<file path="config.mk">
export PLATFORM = sky130hd
export DESIGN_NAME = reservation_station_ls
export DESIGN_NICKNAME = d
export VERILOG_FILES = /design/src/rtl/reservation_station_ls.sv
export SDC_FILE = /design/constraint.sdc
export NUM_CORES = 1
export LEC_CHECK = 0
export ABC_AREA = 1
export CORE_MARGIN = 4
export CORE_UTILIZATION = 30
export CTS_CLUSTER_SIZE = 24
export DETAILED_ROUTE_END_ITERATION = 8
export SLEW_MARGIN = 20
export SYNTH_ARGS = -nofsm -noshare
export SYNTH_HDL_FRONTEND = slang
export SYNTH_SLANG_ARGS = --single-unit
</file>
<file path="constraint.sdc">
create_clock -name Clock -period 10.12 [get_ports Clock]
set_input_delay 2.024 -clock Clock [delete_from_list [all_inputs] [get_ports Clock]]
set_output_delay 2.024 -clock Clock [all_outputs]
set_load 0.02 [all_outputs]
</file>
<file path="src/rtl/reservation_station_ls.sv">
// In-order reservation station feeding the load/store unit: FIFO of issued memory ops,
// CDB tag snooping, and a dispatcher that sequences the Ready_to_uf / Done / Clear handshake.
module reservation_station_ls #(
    parameter int unsigned DEPTH = 4,
    parameter int unsigned TAG_W = 3
) (
    input  logic                     Clock,
    input  logic                     Reset,
    input  logic                     Issue_valid,
    output logic                     Issue_ready,
    input  logic [2:0]               Issue_op,
    input  logic [15:0]              Issue_Vj,
    input  logic [15:0]              Issue_Vk,
    input  logic [TAG_W-1:0]         Issue_Qj,
    input  logic [TAG_W-1:0]         Issue_Qk,
    input  logic [TAG_W-1:0]         Issue_tag,
    input  logic                     CDB_valid,
    input  logic [TAG_W-1:0]         CDB_tag,
    input  logic [15:0]              CDB_data,
    output logic [15:0]              A,
    output logic [15:0]              B,
    output logic [2:0]               Ufop,
    output logic                     Ready_to_uf,
    output logic                     Clear,
    output logic [TAG_W-1:0]         Exec_tag,
    input  logic                     Done,
    output logic [$clog2(DEPTH):0]   Count
);

    localparam int unsigned PTR_W = $clog2(DEPTH);
    localparam int unsigned CNT_W = PTR_W + 1;

    typedef enum logic [1:0] {
        S_IDLE    = 2'd0,
        S_EXEC    = 2'd1,
        S_RELEASE = 2'd2
    } state_t;

    state_t             state_q;

    logic               busy_q [DEPTH];
    logic [2:0]         op_q   [DEPTH];
    logic [15:0]        vj_q   [DEPTH];
    logic [15:0]        vk_q   [DEPTH];
    logic [TAG_W-1:0]   qj_q   [DEPTH];
    logic [TAG_W-1:0]   qk_q   [DEPTH];
    logic [TAG_W-1:0]   tag_q  [DEPTH];

    logic [PTR_W-1:0]   head_q;
    logic [PTR_W-1:0]   tail_q;
    logic [CNT_W-1:0]   count_q;

    logic               cdb_live;
    logic               do_issue;
    logic               do_pop;
    logic               fwd_j;
    logic               fwd_k;
    logic               head_rdy;

    // Tag 0 means "value present", so a broadcast of tag 0 must never resolve anything.
    assign cdb_live    = CDB_valid && (CDB_tag != '0);
    assign Issue_ready = (count_q < CNT_W'(DEPTH));
    assign Count       = count_q;
    assign do_issue    = Issue_valid && Issue_ready;
    assign do_pop      = (state_q == S_EXEC) && Done;
    assign fwd_j       = cdb_live && (Issue_Qj == CDB_tag);
    assign fwd_k       = cdb_live && (Issue_Qk == CDB_tag);
    assign head_rdy    = busy_q[head_q] && (qj_q[head_q] == '0) && (qk_q[head_q] == '0);

    // Entry storage, pointers and occupancy; the issued slot is never busy, so snoop and issue never collide.
    always_ff @(posedge Clock or posedge Reset) begin
        if (Reset) begin
            head_q  <= '0;
            tail_q  <= '0;
            count_q <= '0;
            for (int unsigned i = 0; i < DEPTH; i++) begin
                busy_q[i] <= 1'b0;
                op_q[i]   <= '0;
                vj_q[i]   <= '0;
                vk_q[i]   <= '0;
                qj_q[i]   <= '0;
                qk_q[i]   <= '0;
                tag_q[i]  <= '0;
            end
        end else begin
            for (int unsigned i = 0; i < DEPTH; i++) begin
                if (busy_q[i] && cdb_live) begin
                    if (qj_q[i] == CDB_tag) begin
                        vj_q[i] <= CDB_data;
                        qj_q[i] <= '0;
                    end
                    if (qk_q[i] == CDB_tag) begin
                        vk_q[i] <= CDB_data;
                        qk_q[i] <= '0;
                    end
                end
            end

            if (do_pop) begin
                busy_q[head_q] <= 1'b0;
                head_q         <= head_q + PTR_W'(1);
            end

            if (do_issue) begin
                busy_q[tail_q] <= 1'b1;
                op_q[tail_q]   <= Issue_op;
                tag_q[tail_q]  <= Issue_tag;
                vj_q[tail_q]   <= fwd_j ? CDB_data : Issue_Vj;
                vk_q[tail_q]   <= fwd_k ? CDB_data : Issue_Vk;
                qj_q[tail_q]   <= fwd_j ? '0 : Issue_Qj;
                qk_q[tail_q]   <= fwd_k ? '0 : Issue_Qk;
                tail_q         <= tail_q + PTR_W'(1);
            end

            case ({do_issue, do_pop})
                2'b10:   count_q <= count_q + CNT_W'(1);
                2'b01:   count_q <= count_q - CNT_W'(1);
                default: count_q <= count_q;
            endcase
        end
    end

    // Dispatcher: only the FIFO head may go to the unit, which keeps loads and stores in program order.
    always_ff @(posedge Clock or posedge Reset) begin
        if (Reset) begin
            state_q     <= S_IDLE;
            A           <= '0;
            B           <= '0;
            Ufop        <= '0;
            Exec_tag    <= '0;
            Ready_to_uf <= 1'b0;
            Clear       <= 1'b0;
        end else begin
            case (state_q)
                S_IDLE: begin
                    Clear <= 1'b0;
                    if (head_rdy) begin
                        A           <= vj_q[head_q];
                        B           <= vk_q[head_q];
                        Ufop        <= op_q[head_q];
                        Exec_tag    <= tag_q[head_q];
                        Ready_to_uf <= 1'b1;
                        state_q     <= S_EXEC;
                    end
                end
                S_EXEC: begin
                    if (Done) begin
                        Ready_to_uf <= 1'b0;
                        Clear       <= 1'b1;
                        state_q     <= S_RELEASE;
                    end
                end
                S_RELEASE: begin
                    Clear   <= 1'b0;
                    state_q <= S_IDLE;
                end
                default: begin
                    Ready_to_uf <= 1'b0;
                    Clear       <= 1'b0;
                    state_q     <= S_IDLE;
                end
            endcase
        end
    end

endmodule

</file>
==> metrics <==
status finished clean; DR pass1 iterations 5; Tcrit/Tclk final 0.452; share of the synthesized area in the top cell type 0.430; Max Clk Rate 219 MHz; Site Rows 76; GP Congestion 0.881; clock sink total 229; Ys Warns 0; core footprint 43500 µm²; Most used DFF post-synth dfrtp_1; Area contributors post-synth dfrtp_1, nand3_1, nand2_1; clock skew 0.0164 ns; leakage power about 0.0076 µW; final setup fails 0; crit start category input port; CP arrival 5.01 ns; Seq cells post-synth 229; worst setup path category input port to flip-flop; Die ar. 47900 µm²; Post-DP HPWL 29.8 mm; diodes inserted 0; Netlist cell types 33; CP peak stage delay 0.75 ns; delay-heaviest family, CP simple AND/OR/NAND/NOR gates; largest net degree at the start of global routing 91; multi-input logic area 6220 µm²; GR Util All Layers 0.198; share of layout cells above drive strength 1 0.0639; port bufs 111; crit end category flip-flop; CP bufs+invs 3; FF/Latch Area 5730 µm²; Die Width 219 µm; vias per cell 5.26; final worst slack 5.55 ns; Hold Fails Final Rpt 0; hold buffer count at CTS 0; MaxCap Viol Count 0; Crit Path Max Fanout 19; Post-DRT Antenna Nets 0; Pwr Total 4810 µW; syn_area_per_cell 7.31 µm²; Final min period 4.57 ns; register area share after synthesis 0.430; worst skew pair latency 0.55 ns; Most Frequent Cell on Critical Path nand2_1; Slew Viols, Final 0; Layout area overhead 16.7%; DRT iter0 DRCs around 1400; starting density of the core 0.307; Sum Neg Setup Slack 0 ns; power density over cell area just over 300 nW/µm²; CP Cell Sequence clkdlybuf4s50_1 -> inv_2 -> nand2_1 -> nand2_1 -> nand2_1 -> nor2_2 -> nand2_2 -> nand2_1 -> nand3_1 -> nand2_1 -> inv_1; Vias 13000; num ports 112; Max IR drop VDD approximately 0.12 mV; clock root buffer master clkbuf_16; wire per inst 19.4 µm; Die H 219 µm; syn nets 1902; synthesized cell area 13300 µm²; post-CTS setup buffers 0; Clock transition at path regs roughly 0.060 ns; Hold Crit Class flip-flop to flip-flop; Slew headroom 0.288; Filler Cells Inserted 4539; Crit path required time approximately 11 ns; worst slack at placement 5.04 ns; total CTS buffers 28; CP max-delay cell nor2_2; Synth area leader dfrtp_1; first-pass GRT wire length 74.8 mm; RSZ-0062 raised after global routing no; H-Tree Depth 1; Synth async-reset ratio 1.00; Longest Clk Path Bufs 3; grt total ovfl 0; Post-Synthesis Cells 1824; Post-synth EDFFs 0; Detailed Route WL ~48 mm; CTS tree built; initial antenna violation count 0; Post-layout nets 1935; transition time of the tightest slew-check pin 1.07 ns; number of global-route vias before repair 12700; remaining routing DRC violations 0; Resize count post-CTS 0
## power breakdown
part	internal (µW)	switching (µW)
clock	600	408
combinational	735	1420
sequential	1370	273
total	2710	2100
## cell type report
cell class              count  share of cell area
multi-input cells        1288               0.400
flip-flops and latches    229               0.368
repair buffers            130              0.0808
clock buffers              42              0.0543
well taps                 585              0.0471
inverters                 180              0.0440
clock inverters            10             0.00539
## tightest hold or removal path: stages (launching register included)
cell,delay [ns]
dfrtp_1,0.34
nand2_1,0.05
nand2_1,0.04
## registers in the layout, summed over array words and instances, names as in the netlist, 2 cells and up
name	cells
A	16
B	16
Count	3
Exec_tag	3
Ufop	3
busy_q	4
head_q	2
op_q	12
qj_q	12
qk_q	12
state_q	2
tag_q	12
tail_q	2
vj_q	64
vk_q	64
## synthesized netlist by cell type, types with 2 or more instances
| cell | n |
|---|---|
| nand3_1 | 447 |
| inv_1 | 176 |
| nand2_4 | 18 |
| xnor2_1 | 3 |
| nand4_1 | 19 |
| o22ai_1 | 44 |
| ha_1 | 9 |
| nor3_1 | 2 |
| nand3_2 | 2 |
| nor2_1 | 95 |
| nor2_2 | 9 |
| and2_1 | 2 |
| clkbuf_1 | 70 |
| o21ai_0 | 147 |
| buf_4 | 8 |
| clkbuf_8 | 13 |
| xor2_1 | 13 |
| nand2_2 | 5 |
| buf_8 | 2 |
| inv_2 | 4 |
| nor2_4 | 4 |
| dfrtp_1 | 229 |
| nand2_1 | 454 |
| buf_6 | 4 |
| buf_1 | 7 |
| buf_2 | 23 |
| o21ai_1 | 9 |
## per-layer routing
layer | vias up | global-route usage | part of all wire
met5 | - | 0 | 0
met4 | 0 | 0.0638 | 0.028
met3 | 93 | 0.0352 | 0.089
met2 | 657 | 0.312 | 0.45
met1 | 6176 | 0.275 | 0.43
li1 | 6034 | - | -
## cells by family after synthesis
group           after synthesis  share of synthesized area
compound gates              201                     0.0796
buf+inv                     307                      0.105
simple gates               1060                      0.363
xor+xnor                     17                     0.0126
flops                       229                      0.430
fa+ha+maj                    10                    0.00995
## through the flow
stage	util	cells	hold slack (ns)	cell area, µm²
2_1_floorplan	-	1824	0.448	13300
3_3_place_gp	0.336	2412	0.458	14600
3_5_place_dp	0.336	2412	0.458	14600
4_1_cts	0.358	2464	0.473	15600
5_1_grt	0.358	2464	0.485	15600
6_report	0.358	2464	0.468	15600
## placed cells by master (no fill, tap or decap)
cell type	count
nand2_1	449
nand3_1	447
dfrtp_1	228
inv_1	173
o21ai_0	147
clkdlybuf4s50_1	111
nor2_1	94
o22ai_1	44
clkbuf_16	29
nand4_1	19
nand2_4	18
buf_4	18
xor2_1	13
nand2_2	10
nor2_2	9
o21ai_1	9
ha_1	9
clkinv_2	7
clkbuf_8	7
clkbuf_1	6
nor2_4	5
inv_2	5
xnor2_1	3
nand3_2	2
and2_1	2
nor3_1	2
clkinvlp_4	2
nor2_8	1
xnor2_4	1
nand3_4	1
inv_8	1
a21oi_1	1
nand3b_1	1
fa_1	1
bufinv_16	1
inv_6	1
dfrtp_2	1
buf_6	1
## path summary, 6_finish.rpt
| kind | cells past startpoint | endpoint | start | slack, ns |
|---|---|---|---|---|
| max | 11 | vk_q[35] | CDB_tag[2] | 5.55 |
| min | 2 | Ufop[2] | Ufop[2] | 0.47 |
| max reg2reg | 8 | state_q[0] | head_q[0] | 7.17 |
| min reg2reg | 2 | Ufop[2] | Ufop[2] | 0.47 |
| max in group asynchronous | 3 | vk_q[41] | Reset | 6.73 |
| min in group asynchronous | 2 | A[12] | Reset | 2.00 |
(Power assumes the default switching activity.)
